--- src/rtl/fetch_queue_if.sv ---
// rtl/fetch_queue_if.sv - fetch/decode handshake bundle for the fetch queue
interface fetch_queue_if #(
  parameter int PTR_W = 3
);
  logic             flush;
  logic             enq_valid;
  logic [31:0]      enq_instruction;
  logic [31:0]      enq_pc;
  logic             enq_ready;
  logic             deq_valid;
  logic [31:0]      deq_instruction;
  logic [31:0]      deq_pc;
  logic             deq_ready;
  logic [PTR_W:0]   count;
  logic             full;
  logic             empty;
  logic             fetch_stall;

  modport master (
    output flush, enq_valid, enq_instruction, enq_pc, deq_ready,
    input  enq_ready, deq_valid, deq_instruction, deq_pc, count, full, empty, fetch_stall
  );

  modport slave (
    input  flush, enq_valid, enq_instruction, enq_pc, deq_ready,
    output enq_ready, deq_valid, deq_instruction, deq_pc, count, full, empty, fetch_stall
  );
endinterface

--- src/rtl/fetch_queue.sv ---
// rtl/fetch_queue.sv - circular FWFT instruction buffer between fetch and decode
module fetch_queue #(
  parameter int DEPTH = 8,
  parameter int PTR_W = 3,
  parameter int SKID  = 1
) (
  input  logic         clk,
  input  logic         reset_n,
  fetch_queue_if.slave q
);
  localparam logic [PTR_W:0] LP_DEPTH = (PTR_W+1)'(DEPTH);
  localparam logic [PTR_W:0] LP_STALL = (PTR_W+1)'(DEPTH - SKID);

  logic [63:0]      r_mem [DEPTH];
  logic [PTR_W-1:0] r_head;
  logic [PTR_W-1:0] r_tail;
  logic [PTR_W:0]   r_count;

  logic w_full;
  logic w_empty;
  logic w_enq_fire;
  logic w_deq_fire;

  assign w_full  = (r_count == LP_DEPTH);
  assign w_empty = (r_count == '0);

  // Zero instruction words are fetch bubbles and never occupy an entry.
  assign w_enq_fire = q.enq_valid && !w_full && (q.enq_instruction != 32'd0) && !q.flush;
  assign w_deq_fire = !w_empty && q.deq_ready && !q.flush;

  assign q.enq_ready       = !w_full;
  assign q.deq_valid       = !w_empty;
  assign q.deq_instruction = w_empty ? 32'd0 : r_mem[r_head][31:0];
  assign q.deq_pc          = w_empty ? 32'd0 : r_mem[r_head][63:32];
  assign q.count           = r_count;
  assign q.full            = w_full;
  assign q.empty           = w_empty;
  assign q.fetch_stall     = (r_count >= LP_STALL);

  always_ff @(posedge clk) begin
    if (w_enq_fire) begin
      r_mem[r_tail] <= {q.enq_pc, q.enq_instruction};
    end
  end

  always_ff @(posedge clk or negedge reset_n) begin
    if (!reset_n) begin
      r_head  <= '0;
      r_tail  <= '0;
      r_count <= '0;
    end else if (q.flush) begin
      r_head  <= '0;
      r_tail  <= '0;
      r_count <= '0;
    end else begin
      if (w_enq_fire) begin
        r_tail <= r_tail + 1'b1;
      end
      if (w_deq_fire) begin
        r_head <= r_head + 1'b1;
      end
      if (w_enq_fire && !w_deq_fire) begin
        r_count <= r_count + 1'b1;
      end else if (!w_enq_fire && w_deq_fire) begin
        r_count <= r_count - 1'b1;
      end
    end
  end
endmodule

--- src/flat_wrapper.sv ---
// flat-port wrapper written by rule: the top's interface ports become plain ports
module fetch_queue_flat 
#(
  parameter int DEPTH = 8,
  parameter int PTR_W = 3,
  parameter int SKID  = 1
)
  (clk, reset_n, q_flush, q_enq_valid, q_enq_instruction, q_enq_pc, q_deq_ready, q_enq_ready, q_deq_valid, q_deq_instruction, q_deq_pc, q_count, q_full, q_empty, q_fetch_stall);
  fetch_queue_if #(.PTR_W(PTR_W)) q_i ();
  input  logic clk;
  input  logic reset_n;
  input wire logic [$bits(q_i.flush)-1:0] q_flush;
  input wire logic [$bits(q_i.enq_valid)-1:0] q_enq_valid;
  input wire logic [$bits(q_i.enq_instruction)-1:0] q_enq_instruction;
  input wire logic [$bits(q_i.enq_pc)-1:0] q_enq_pc;
  input wire logic [$bits(q_i.deq_ready)-1:0] q_deq_ready;
  output wire logic [$bits(q_i.enq_ready)-1:0] q_enq_ready;
  output wire logic [$bits(q_i.deq_valid)-1:0] q_deq_valid;
  output wire logic [$bits(q_i.deq_instruction)-1:0] q_deq_instruction;
  output wire logic [$bits(q_i.deq_pc)-1:0] q_deq_pc;
  output wire logic [$bits(q_i.count)-1:0] q_count;
  output wire logic [$bits(q_i.full)-1:0] q_full;
  output wire logic [$bits(q_i.empty)-1:0] q_empty;
  output wire logic [$bits(q_i.fetch_stall)-1:0] q_fetch_stall;
  assign q_i.flush = q_flush;
  assign q_i.enq_valid = q_enq_valid;
  assign q_i.enq_instruction = q_enq_instruction;
  assign q_i.enq_pc = q_enq_pc;
  assign q_i.deq_ready = q_deq_ready;
  assign q_enq_ready = q_i.enq_ready;
  assign q_deq_valid = q_i.deq_valid;
  assign q_deq_instruction = q_i.deq_instruction;
  assign q_deq_pc = q_i.deq_pc;
  assign q_count = q_i.count;
  assign q_full = q_i.full;
  assign q_empty = q_i.empty;
  assign q_fetch_stall = q_i.fetch_stall;
  fetch_queue #(.DEPTH(DEPTH), .PTR_W(PTR_W), .SKID(SKID)) u_core (.clk(clk), .reset_n(reset_n), .q(q_i));
endmodule
--- config.mk ---
export PLATFORM = sky130hd
export DESIGN_NAME = fetch_queue_flat
export DESIGN_NICKNAME = d
export VERILOG_FILES = /design/src/rtl/fetch_queue_if.sv /design/src/rtl/fetch_queue.sv /design/src/flat_wrapper.sv
export SDC_FILE = /design/constraint.sdc
export NUM_CORES = 1
export LEC_CHECK = 0
export ABC_AREA = 0
export BUFFER_PORTS_ARGS = -buffer_cell sky130_fd_sc_hd__buf_2
export CAP_MARGIN = 30
export CORE_ASPECT_RATIO = 0.9
export CORE_MARGIN = 2
export CORE_UTILIZATION = 40
export CTS_BUF_LIST = sky130_fd_sc_hd__clkbuf_2 sky130_fd_sc_hd__clkbuf_4 sky130_fd_sc_hd__clkbuf_8
export CTS_CLUSTER_DIAMETER = 40
export DETAILED_ROUTE_END_ITERATION = 8
export PLACE_DENSITY = 0.68
export SETUP_SLACK_MARGIN = 0.1
export SYNTH_ARGS = -nofsm -noshare
export SYNTH_HDL_FRONTEND = slang
export SYNTH_SLANG_ARGS = --single-unit
--- constraint.sdc ---
create_clock -name clk -period 8 [get_ports clk]
set_clock_uncertainty 0.2 [all_clocks]
set_input_delay 1.6 -clock clk [delete_from_list [all_inputs] [get_ports clk]]
set_output_delay 1.6 -clock clk [all_outputs]
set_load 0.01 [all_outputs]
==> out/metrics.cfg <==
[route]
route.detailed.drc=0
wl_met1_um=19240
met3WireLength_um=2445
ant_nets=0
wl_met2_um=20330
wl_um=42780
dr.pass1.iters=5
top_layer=met5
viasPerCell=5.210
vias=9815
drtIter0Drc=724
wl_per_cell_um=22.71

[global_route]
grt_overflow=0
grt_pass1_wl_um=64230
grt_usage=0.1661
grt_max_degree=79
antenna_found_initial=7
grt_pass1_vias=10560

[cts]
hold_buffers=0
clk_path_buf_depth=3
clkLatencyLatePin_ns=0.66
root_buffer=clkbuf_8
cts_buffers=91
cts_tree=yes
cts_sinks=522
cts-resized-gates=0
cts_setup_buffers=0
cts.clk_slew.worst_paths_ns=0.06
htreeDepth=3

[sta]
period_needed_ns=4.935
maxSlewHeadroom=0.3705
worstMarginPinSlew_ns=0.9423
worst_hold_slack_ns=0.5193
fmax_ghz=0.2026
hold_viol=0
drv_slew=0
rsz0062_at_grt=false
setup_viol=0
final.period_utilization=0.6169
setup-tns-final_ns=0

[yosys]
synth_warnings=0
avgSynthCellArea_um2=22.07
synth_ff_type=edfxtp_1
netlist_area_mm2=0.02024
ys_types=46
synth_edf_count=512
netlist.area_leader.share=0.7598
ys_ff_latch=522
synth_top_cell_by_area=edfxtp_1
synthArstFlopShare=0.01916
syn_inst=917
syn-num-nets=991
synth-seq-area-share=0.7722
synth.top_cells.by_area=edfxtp_1 (76%), mux4_2 (14%), mux2i_1 (3.2%)

[finish]
multiInputGateArea_mm2=0.004474
syn_to_final_growth_pct=17.06
drive_above_1_share=0.3786
fin_cells=1884
final_core_util=0.4722
fillCellCount=4226
nets=1203
seqCellArea_mm2=0.01564

[floorplan]
die_height_um=217.4
rows=78
core-area_mm2=0.05016
die-area_mm2=0.05241
io-pin-count=142
fp.dieW_um=241.1
initial_core_util=0.4034

[setup_path]
worstPathArrival_ns=3.14
end_kind=primary output
r2r_slack_ns=3.99
worstSetupPathType=reg2out
cp-start-kind=flop
worstPathMaxFanout=49
required_ns=6.20

[placed_design]
dp.cells=1716
place_hpwl_um=23380
globalplace.congestion=0.7454
io_buffers=141

[power_and_ir_drop]
leakage_nw=7.561
peakVddDrop_v=0.0002408
finalPower_w=0.007333
p_per_area_mw_per_mm2=309.6

[job]
max_cap_viol_count=0

[min_path]
hold_path_class=reg2reg

[run_status]
outcome=finished clean

## kinds of logic (layout without fill, tap and decap cells)
kind of cell,count (synthesis),in the layout,share of synthesized area
flops,522,522,0.7722
mux,193,193,0.1746
simple gates,120,120,0.02795
buf+inv,53,335,0.01076
compound gates,18,18,0.007792
xor+xnor,6,6,0.003277
fa+ha+maj,5,5,0.003463
other cells,0,5,0
## Yosys cell counts, drive strengths merged (2+ instances only)
cell	instances
dfrtp	10
nand3	2
nand4	3
ha	4
mux2i	65
a2111oi	2
edfxtp	512
nand2b	3
nor2	75
a21oi	2
mux4	128
nor4	15
nand3b	2
xor2	4
clkbuf	24
nor3	5
and4	2
nand2	5
buf	22
o311ai	2
inv	7
## final timing paths
path	start	to	depth (start not counted)
min in group asynchronous	reset_n	u_core.q.count[2]	1
min reg2reg	u_core.r_tail[0]	u_core.r_tail[0]	2
max	u_core.r_head[1]	q_deq_pc[6]	5
max in group asynchronous	reset_n	u_core.r_head[2]	1
min	u_core.r_tail[0]	u_core.r_tail[0]	2
max reg2reg	u_core.q.count[1]	u_core.q.count[3]	10
## metal layers
metal	vias to the layer above	global-route usage
li1	4292	-
met1	5212	0.2302
met2	226	0.2590
met3	71	0.04554
met4	14	0.04753
met5	-	0
## layout make-up
cell class | count | share of cell area
Clock buffer | 115 | 0.06074
Tap cell | 680 | 0.03592
Sequential cell | 522 | 0.6601
Antenna cell | 5 | 0.0005282
Timing Repair Buffer | 165 | 0.03877
Clock inverter | 48 | 0.01394
Inverter | 7 | 0.001109
Multi-Input combinational cell | 342 | 0.1889
## flip-flops by register name, indices dropped and copies added (netlist names)
| register | count |
|---|---|
| u_core.q.count | 4 |
| u_core.r_head | 3 |
| u_core.r_tail | 3 |
| u_core.r_mem | 512 |
## report_power, final
group / switching, W / internal, W / total [W]
combinational: 0.000998 / 0.000809 / 0.00181
sequential: 0.0000808 / 0.00311 / 0.00319
clock: 0.00105 / 0.00129 / 0.00234
total: 0.00213 / 0.00520 / 0.00733
## cells in the final DEF, fill, tap and decap left out, types with 3 or more instances in the layout
cell	n
edfxtp_1	512
buf_2	141
mux4_2	128
clkbuf_8	92
nor2_1	73
mux2i_1	65
clkbuf_4	23
buf_4	22
clkinv_1	20
nor4_1	12
clkinv_2	12
inv_1	7
clkinvlp_4	7
dfrtp_1	7
diode_2	5
nand2_1	5
xor2_1	4
ha_1	4
nand4_1	3
nor3_2	3
nand2b_1	3
clkinv_4	3
inv_6	3
bufinv_16	3
dfrtp_4	3
## metrics by stage
step | area, µm² | setup WS (ns)
2_1_floorplan | 20250 | 0.3957
3_3_place_gp | 21880 | 2.642
3_5_place_dp | 21910 | 2.436
4_1_cts | 23680 | 2.935
5_1_grt | 23680 | 2.861
6_report | 23690 | 3.065
## worst max-delay path: stages (launching register included)
cell	delay (ns)
dfrtp_4	0.83
buf_4	0.71
mux4_2	0.34
mux2i_1	0.07
nor2_1	0.30
buf_2	0.20
No activity file was read; power rests on OpenSTA's default activity.
